**src/rtl/mem_port_arbiter.sv**
```systemverilog
// mem_port_arbiter: shares one single-port memory among N requesters with a request/ack handshake.
module mem_port_arbiter #(
    parameter int N_PORTS = 2,
    parameter int ADDR_W  = 8,
    parameter int DATA_W  = 32,
    parameter int MEM_LAT = 1,
    parameter int RR_MODE = 0
) (
    input  logic                      clk,
    input  logic                      rst,
    input  logic [N_PORTS-1:0]        req,
    input  logic [N_PORTS-1:0]        we,
    input  logic [N_PORTS*ADDR_W-1:0] addr,
    input  logic [N_PORTS*DATA_W-1:0] wdata,
    input  logic [N_PORTS*2-1:0]      size,
    input  logic [N_PORTS-1:0]        sgn,
    output logic [N_PORTS-1:0]        ack,
    output logic [N_PORTS-1:0]        err,
    output logic [N_PORTS-1:0]        stall,
    output logic [DATA_W-1:0]         rdata,
    output logic                      m_en,
    output logic                      m_we,
    output logic [ADDR_W-1:0]         m_addr,
    output logic [DATA_W-1:0]         m_wdata,
    output logic [1:0]                m_size,
    input  logic [DATA_W-1:0]         m_rdata
);
    localparam int PW = $clog2(N_PORTS);
    localparam int CW = $clog2(MEM_LAT + 1);
    typedef enum logic [1:0] {IDLE, CHECK, WAIT} state_t;
    state_t             state;
    logic [PW-1:0]      ptr, win, lwin;
    logic               found, bad, lwe, lsgn;
    logic [CW-1:0]      cnt;
    logic [1:0]         lsize, s_size;
    logic [ADDR_W-1:0]  s_addr;
    logic [DATA_W-1:0]  s_wdata, wmask, ext;
    logic [N_PORTS-1:0] oh, loh;
    int                 idx;
    always_comb begin
        win = '0;
        found = 1'b0;
        idx = 0;
        for (int k = 1; k <= N_PORTS; k++) begin
            idx = ((RR_MODE != 0 ? int'(ptr) : N_PORTS - 1) + k) % N_PORTS;
            if (!found && req[idx]) begin
                win = PW'(idx);
                found = 1'b1;
            end
        end
    end
    assign s_addr  = addr[win*ADDR_W +: ADDR_W];
    assign s_size  = size[win*2 +: 2];
    assign s_wdata = wdata[win*DATA_W +: DATA_W];
    assign bad     = s_size == 2'b11 || (s_size == 2'b01 && s_addr[0]) || (s_size == 2'b10 && s_addr[1:0] != 2'b00);
    assign wmask   = s_size == 2'b00 ? DATA_W'(8'hFF) : s_size == 2'b01 ? DATA_W'(16'hFFFF) : '1;
    assign oh      = N_PORTS'(1) << win;
    assign loh     = N_PORTS'(1) << lwin;
    assign ext     = lsize == 2'b00 ? {{(DATA_W-8){lsgn & m_rdata[7]}}, m_rdata[7:0]}
                   : lsize == 2'b01 ? {{(DATA_W-16){lsgn & m_rdata[15]}}, m_rdata[15:0]} : m_rdata;
    assign rdata   = (|ack && !lwe) ? ext : '0;
    assign stall   = req & ~ack & ~err;
    always_ff @(posedge clk) begin
        if (!rst) begin
            state   <= IDLE;
            ptr     <= PW'(N_PORTS - 1);
            lwin    <= '0;
            cnt     <= '0;
            ack     <= '0;
            err     <= '0;
            m_en    <= 1'b0;
            m_we    <= 1'b0;
            m_addr  <= '0;
            m_wdata <= '0;
            m_size  <= '0;
            lwe     <= 1'b0;
            lsgn    <= 1'b0;
            lsize   <= '0;
        end else begin
            case (state)
                IDLE: if (found) begin
                    // outputs are registered one cycle ahead so the checked access shows up during CHECK
                    state   <= CHECK;
                    ptr     <= win;
                    lwin    <= win;
                    lwe     <= we[win];
                    lsgn    <= sgn[win];
                    lsize   <= s_size;
                    m_addr  <= s_addr;
                    m_wdata <= s_wdata & wmask;
                    m_size  <= s_size;
                    m_en    <= !bad;
                    m_we    <= we[win] && !bad;
                    err     <= bad ? oh : '0;
                    ack     <= (!bad && we[win]) ? oh : '0;
                end
                CHECK: begin
                    m_en  <= 1'b0;
                    m_we  <= 1'b0;
                    err   <= '0;
                    state <= (m_en && !m_we) ? WAIT : IDLE;
                    cnt   <= CW'(MEM_LAT - 1);
                    ack   <= (m_en && !m_we && MEM_LAT == 1) ? loh : '0;
                end
                WAIT: begin
                    state <= cnt == '0 ? IDLE : WAIT;
                    cnt   <= cnt == '0 ? cnt : cnt - CW'(1);
                    ack   <= cnt == CW'(1) ? loh : '0;
                end
                default: state <= IDLE;
            endcase
        end
    end
endmodule

```
**config.mk**
```make
export PLATFORM = sky130hd
export DESIGN_NAME = mem_port_arbiter
export DESIGN_NICKNAME = d
export VERILOG_FILES = /design/src/rtl/mem_port_arbiter.sv
export SDC_FILE = /design/constraint.sdc
export NUM_CORES = 1
export LEC_CHECK = 0
export ABC_AREA = 1
export BUFFER_PORTS_ARGS = -buffer_cell sky130_fd_sc_hd__buf_4
export CAP_MARGIN = 10
export CORE_ASPECT_RATIO = 1.25
export CORE_MARGIN = 8
export CORE_UTILIZATION = 41
export DETAILED_ROUTE_END_ITERATION = 6
export GPL_TIMING_DRIVEN = 0
export PLACE_DENSITY_LB_ADDON = 0.25
export SLEW_MARGIN = 20
export SYNTH_ARGS = -nofsm -noshare
export SYNTH_HDL_FRONTEND = slang
export SYNTH_SLANG_ARGS = --single-unit
```
**constraint.sdc**
```tcl
create_clock -name clk -period 1.6 [get_ports clk]
set_input_delay 0.08 -clock clk [delete_from_list [all_inputs] [get_ports clk]]
set_output_delay 0.08 -clock clk [all_outputs]
set_load 0.005 [all_outputs]
```
# Word level (Yosys, flattened, before mapping)
# Cells that the tools add are included.
totals:
  input_bits: 124
  ff_bits: 54
  out_inout_bits: 82
  word_cells: 86
op_classes:
  shifts: 5
  n_eq_ne: 7
  mux: 30
  n_lt_le_gt_ge: 1
  bitwise: 7
  reduce_logical: 23
  add_sub_neg: 1
op_table:
  columns: ["op", "count"]
  rows:
  - ["two-way mux 32 bit", 5]
  - ["indexed part select 64 x 7 -> 32 bit", 1]
  - ["bitwise AND 32 bit", 1]
  - ["two-way mux 2 bit", 9]
  - ["indexed part select 16 x 5 -> 8 bit", 1]
  - ["one-hot mux 2 bit (3 select lines)", 2]
  - ["two-way mux 1 bit", 10]
  - ["equality test 2 x 1 -> 1 bit, second input constant", 3]
  - ["equality test 2 bit, second input constant", 3]
  - ["logical AND 1 bit", 6]
  - ["zero test 2 bit", 3]
  - ["one-hot mux 1 bit (2 select lines)", 3]
  - ["AND reduction 2 bit", 3]
  - ["nonzero test 2 bit", 3]
  - ["bitwise AND 2 bit", 2]
  - ["zero test 1 bit", 4]
  - ["inverter 2 bit", 2]
  - ["one-hot mux 2 bit (2 select lines)", 1]
  - ["indexed part select 4 x 3 -> 2 bit", 1]
  - ["<< shifter 1 x 1 -> 2 bit, first input constant", 2]
  - ["nonzero test 3 bit", 1]
  - ["bitwise AND 1 bit", 2]
  - ["logical OR 1 bit", 2]
  - ["< comparator 1 x 2 -> 1 bit, second input constant", 1]
  - ["3 further kinds", 3]

# Longest topological paths before layout
depth:
  word_depth: 14
  depth_mapped: 10

# Least setup slack after synthesis
# OpenSTA, ideal clock, no wires.
synth_timing:
  path_type: "register to register"
  startpoint: "register state[0]"
  endpoint: "register err[1]"
  path_stages_with_launch: 9
  arrival_time_ns: 1.338
  path_buffers: 1
  setup_slack_ns: 0.192
  cell_sequence: "dfxtp_1 > inv_1 > ha_1 > o21ai_4 > inv_2 > buf_2 > a21oi_2 > nand2_1 > a21oi_1"
synth_between:
  elab_chain_cells: 3
  elab_cells_between_ends: 6
  classes_between: "2 x eq/ne; 1 x mux; 3 x reduce/logical"
synth_lines:
  columns: ["item", "line_no", "rtl"]
  rows:
  - ["from (decl)", "31", "state_t state;"]
  - ["from (signal assigned)", "101", "state <= (m_en && !m_we) ? WAIT : IDLE;"]
  - ["from (signal assigned)", "106", "state <= cnt == '0 ? IDLE : WAIT;"]
  - ["equality test 2 x 1 -> 1 bit / zero test 2 bit (equally long branches)", "80", "case (state)"]
  - ["nonzero test 2 bit (no source line) / inequality test 2 bit (equally long branches)", null, null]
  - ["AND reduction 2 bit (no source line)", null, null]
  - ["to (signal assigned)", "94", "err <= bad ? oh : '0;"]
  - ["to (decl)", "18", "output logic [N_PORTS-1:0] err,"]
# Parallel ways exist; a longest one is shown, timed or not.
# A chain may end at the register's enable or synchronous reset.

# Final worst setup path
layout_timing:
  startpoint: "register lwe"
  endpoint: "output rdata[16]"
layout_between:
  elab_chain_cells: 3
layout_lines:
  columns: ["item", "line_no", "rtl"]
  rows:
  - ["from (decl)", "33", "logic found, bad, lwe, lsgn;"]
  - ["from (signal assigned)", "86", "lwe <= we[win];"]
  - ["zero test 1 bit", "61", "assign rdata = (|ack && !lwe) ? ext : '0;"]
  - ["logical AND 1 bit", "61", null]
  - ["two-way mux 32 bit", "61", null]
  - ["to (decl)", "20", "output logic [DATA_W-1:0] rdata,"]
# Every way passes these cells.

==> metrics.txt <==
CTS clk-pin slew, worst paths 0.10 ns; Iter 0 DRT Violations 200; Sinks on Clock Net 53; sequential share of the synthesized area 36.47%; critical path startpoint category flip-flop; Hold Crit Class primary input to flip-flop; fin crit share 108.6%; crit path max fanout 3; Synth area leaders dfxtp_1 36%, nand2_1 14%, a21oi_1 9.6%, nor2_1 8.1%, o21ai_0 5.0%; vias in the first global route 3721; max cap viols 0; DP HPWL 10040 um; vias per cell 5.057; Max stage delay on crit path 0.34 ns; max-slew violations 0; post-synthesis instance total 431; final hold viol count 0; cell family with most CP delay simple AND/OR/NAND/NOR gates; Final Power 3.546 mW; number of synthesized register bits 53; Port Buf Inserts 205; Arr. time, crit path 1.66 ns; Finished Layout Cells 743; Synth Area in XOR/XNOR 0%; layout cells sized above 1 45.48%; outcome finished, violations left; CP Cell Sequence o21bai_4 > or2_4 > o22ai_4 > nand2_2 > buf_4 > nor2_2 > buf_4; Synth Net Count 559; final worst setup slack -0.1371 ns; DRC Markers 0; CTS H-tree depth 2; unrepaired setup endpoints after global routing yes; height of the die 110.2 um; row cnt 34; worst-margin pin slew 0.6510 ns; Gate power share 36.2%; routed via count 3757; Clk network pwr share 21.0%; largest area contributor in the netlist dfxtp_1; largest family of logic cells by synthesized area simple AND/OR/NAND/NOR gates; area grow syn2layout 65.42%; pwr dens 736.9 nW/um^2; final wirelength 12500 um; clock skew 0.01065 ns; antenna viol nets, final 0; Setup Crit Path Kind flip-flop to output port; slowest CP cell dfxtp_2; Max transition margin 56.60%; mux contribution to synthesized area 0%; Tot GR Track Use 23.74%; DIE WIDTH 91.34 um; switching component of the power 1.138 mW; synthesized cell area 2909 um^2; Compound-Gate Fraction of Synth Area 22.84%; TritonCTS clock tree yes; Int Pwr 2.408 mW; NumNets Final 780; post-layout min period 1.737 ns; final-report setup violation count 24; die area 10060 um^2; failing checks negative setup slack; Post-synth EDFFs 0; Mean Syn Cell Area 6.750 um^2; CP endpoint kind output port; n_diodes 0; Num CTS Buffers 5; Core Util, Final 69.40%; Initial DRT Pass Iterations 5; Reg power frac 42.8%; Ys Warns 0; share of the synthesized area in the top cell type 36.47%; Core ar. 6934 um^2; placed cells 726; Synth Area in Adders 1.720%; IR drop worst, VDD 454.5 uV; FFs w/ async S/R, synth 0%; Root Buffer clkbuf_8; Post-Synth Simple-Gate Area 31.05%; Starting Density 41.95%; f_max 575.7 MHz; most used flip-flop cell after synthesis dfxtp_1; P_leak 2.445 nW; worst-skew pair later-pin latency 0.31 ns; CTS Hold Bufs 0; switching share of power 32.08%; RD Place Congestion 0.8734; first-pass GRT wire length 19140 um; total negative setup slack -2.592 ns; initial antenna violation count 0; Worst EP required 1.52 ns; most common cell after layout, fill and taps aside buf_4; Wirelength per Cell 16.83 um; CTS Buffer Depth 2; GRT overflow 0; library cells used by synthesis 30; most frequent cells in the layout 215 x buf_4, 112 x nand2_1, 56 x a21oi_1; largest net degree at the start of global routing 15; io pins 206; most frequent CP cell buf_4; Bufs and invs on worst path 2; R2R Setup Slk 0.10 ns
## stage by stage
| step | setup slack (ns) | hold WS [ns] | instance area (um^2) |
|---|---|---|---|
| 6_report | -0.1371 | 0.01497 | 4812 |
| 5_1_grt | -0.2502 | 0.01688 | 4812 |
| 4_1_cts | -0.1491 | 0.01589 | 4776 |
| 3_5_place_dp | -0.1526 | 0.3459 | 4561 |
| 3_3_place_gp | -0.06011 | 0.3315 | 4561 |
| 2_1_floorplan | 0.1920 | 0.2220 | 2909 |
## sequential cells by signal, summed over array words and instances (netlist names)
name / flops
m_wdata: 32
m_addr: 8
ack: 2
err: 2
lsize: 2
state: 2
lsgn: 1
lwe: 1
lwin: 1
m_en: 1
m_we: 1
## cell type report
type	count	area [um^2]
Fill cell	597	2122
Multi-Input combinational cell	327	1702
Timing Repair Buffer	214	1607
Sequential cell	53	1069
Buffer	24	141.4
Tap cell	90	112.6
Inverter	27	101.3
Clock buffer	8	80.08
## power groups by stage
stage	Sequential (mW)	Combinational [mW]	Clock, mW
6_report	1.52	1.28	0.746
5_1_grt	1.53	1.40	0.799
4_1_cts	1.51	1.27	0.746
3_5_place_dp	1.54	1.20	0
3_3_place_gp	1.53	1.17	0
2_1_floorplan	1.54	0.524	0
## timing repair
item                                    4_1_cts  5_1_grt
pin swaps                                     2        1
resized for setup                            22       15
endpoints found under the setup margin       69       66
hold endpoints to repair                      0        0
buffers inserted                              9        0
gates cloned                                  0        0
## routing by layer
layer | global-route usage, % | routed length, um | vias to the layer above
li1 | - | - | 1836
met1 | 23.67 | 4560 | 1728
met2 | 45.69 | 6567 | 178
met3 | 8.537 | 1186 | 15
met4 | 6.331 | 189 | 0
met5 | 0 | 0 | -
## worst min-delay path: stages
cell and delay (ns):
buf_4 0.11, nand2_1 0.05, a21oi_1 0.05
## cell usage after synthesis, types with 2 or more instances
library cell,number
or2_2,7
a21oi_2,10
clkbuf_1,11
inv_1,23
o211ai_1,9
o21ai_0,29
nand4_1,3
ha_1,4
a31oi_1,4
buf_6,2
dfxtp_1,53
o21ai_4,2
nand2_4,4
inv_2,3
nand3_1,3
a21oi_1,56
nor2_1,63
nand2_2,11
buf_2,10
nand2_1,112
nor3_1,3
## worst paths after layout
check / from / to / depth (start not counted)
min: addr[12] / m_addr[4] / 3
max reg2reg: state[1] / m_wdata[6] / 7
min reg2reg: m_wdata[19] / m_wdata[19] / 2
max: lwe / rdata[16] / 7
## kinds of logic after synthesis
family / Yosys count
adders and majority gates: 4
and+or+nand+nor: 210
buffers and inverters: 51
DFF: 53
AOI/OAI and AO/OA: 113
No activity file was read; power rests on OpenSTA's default activity.
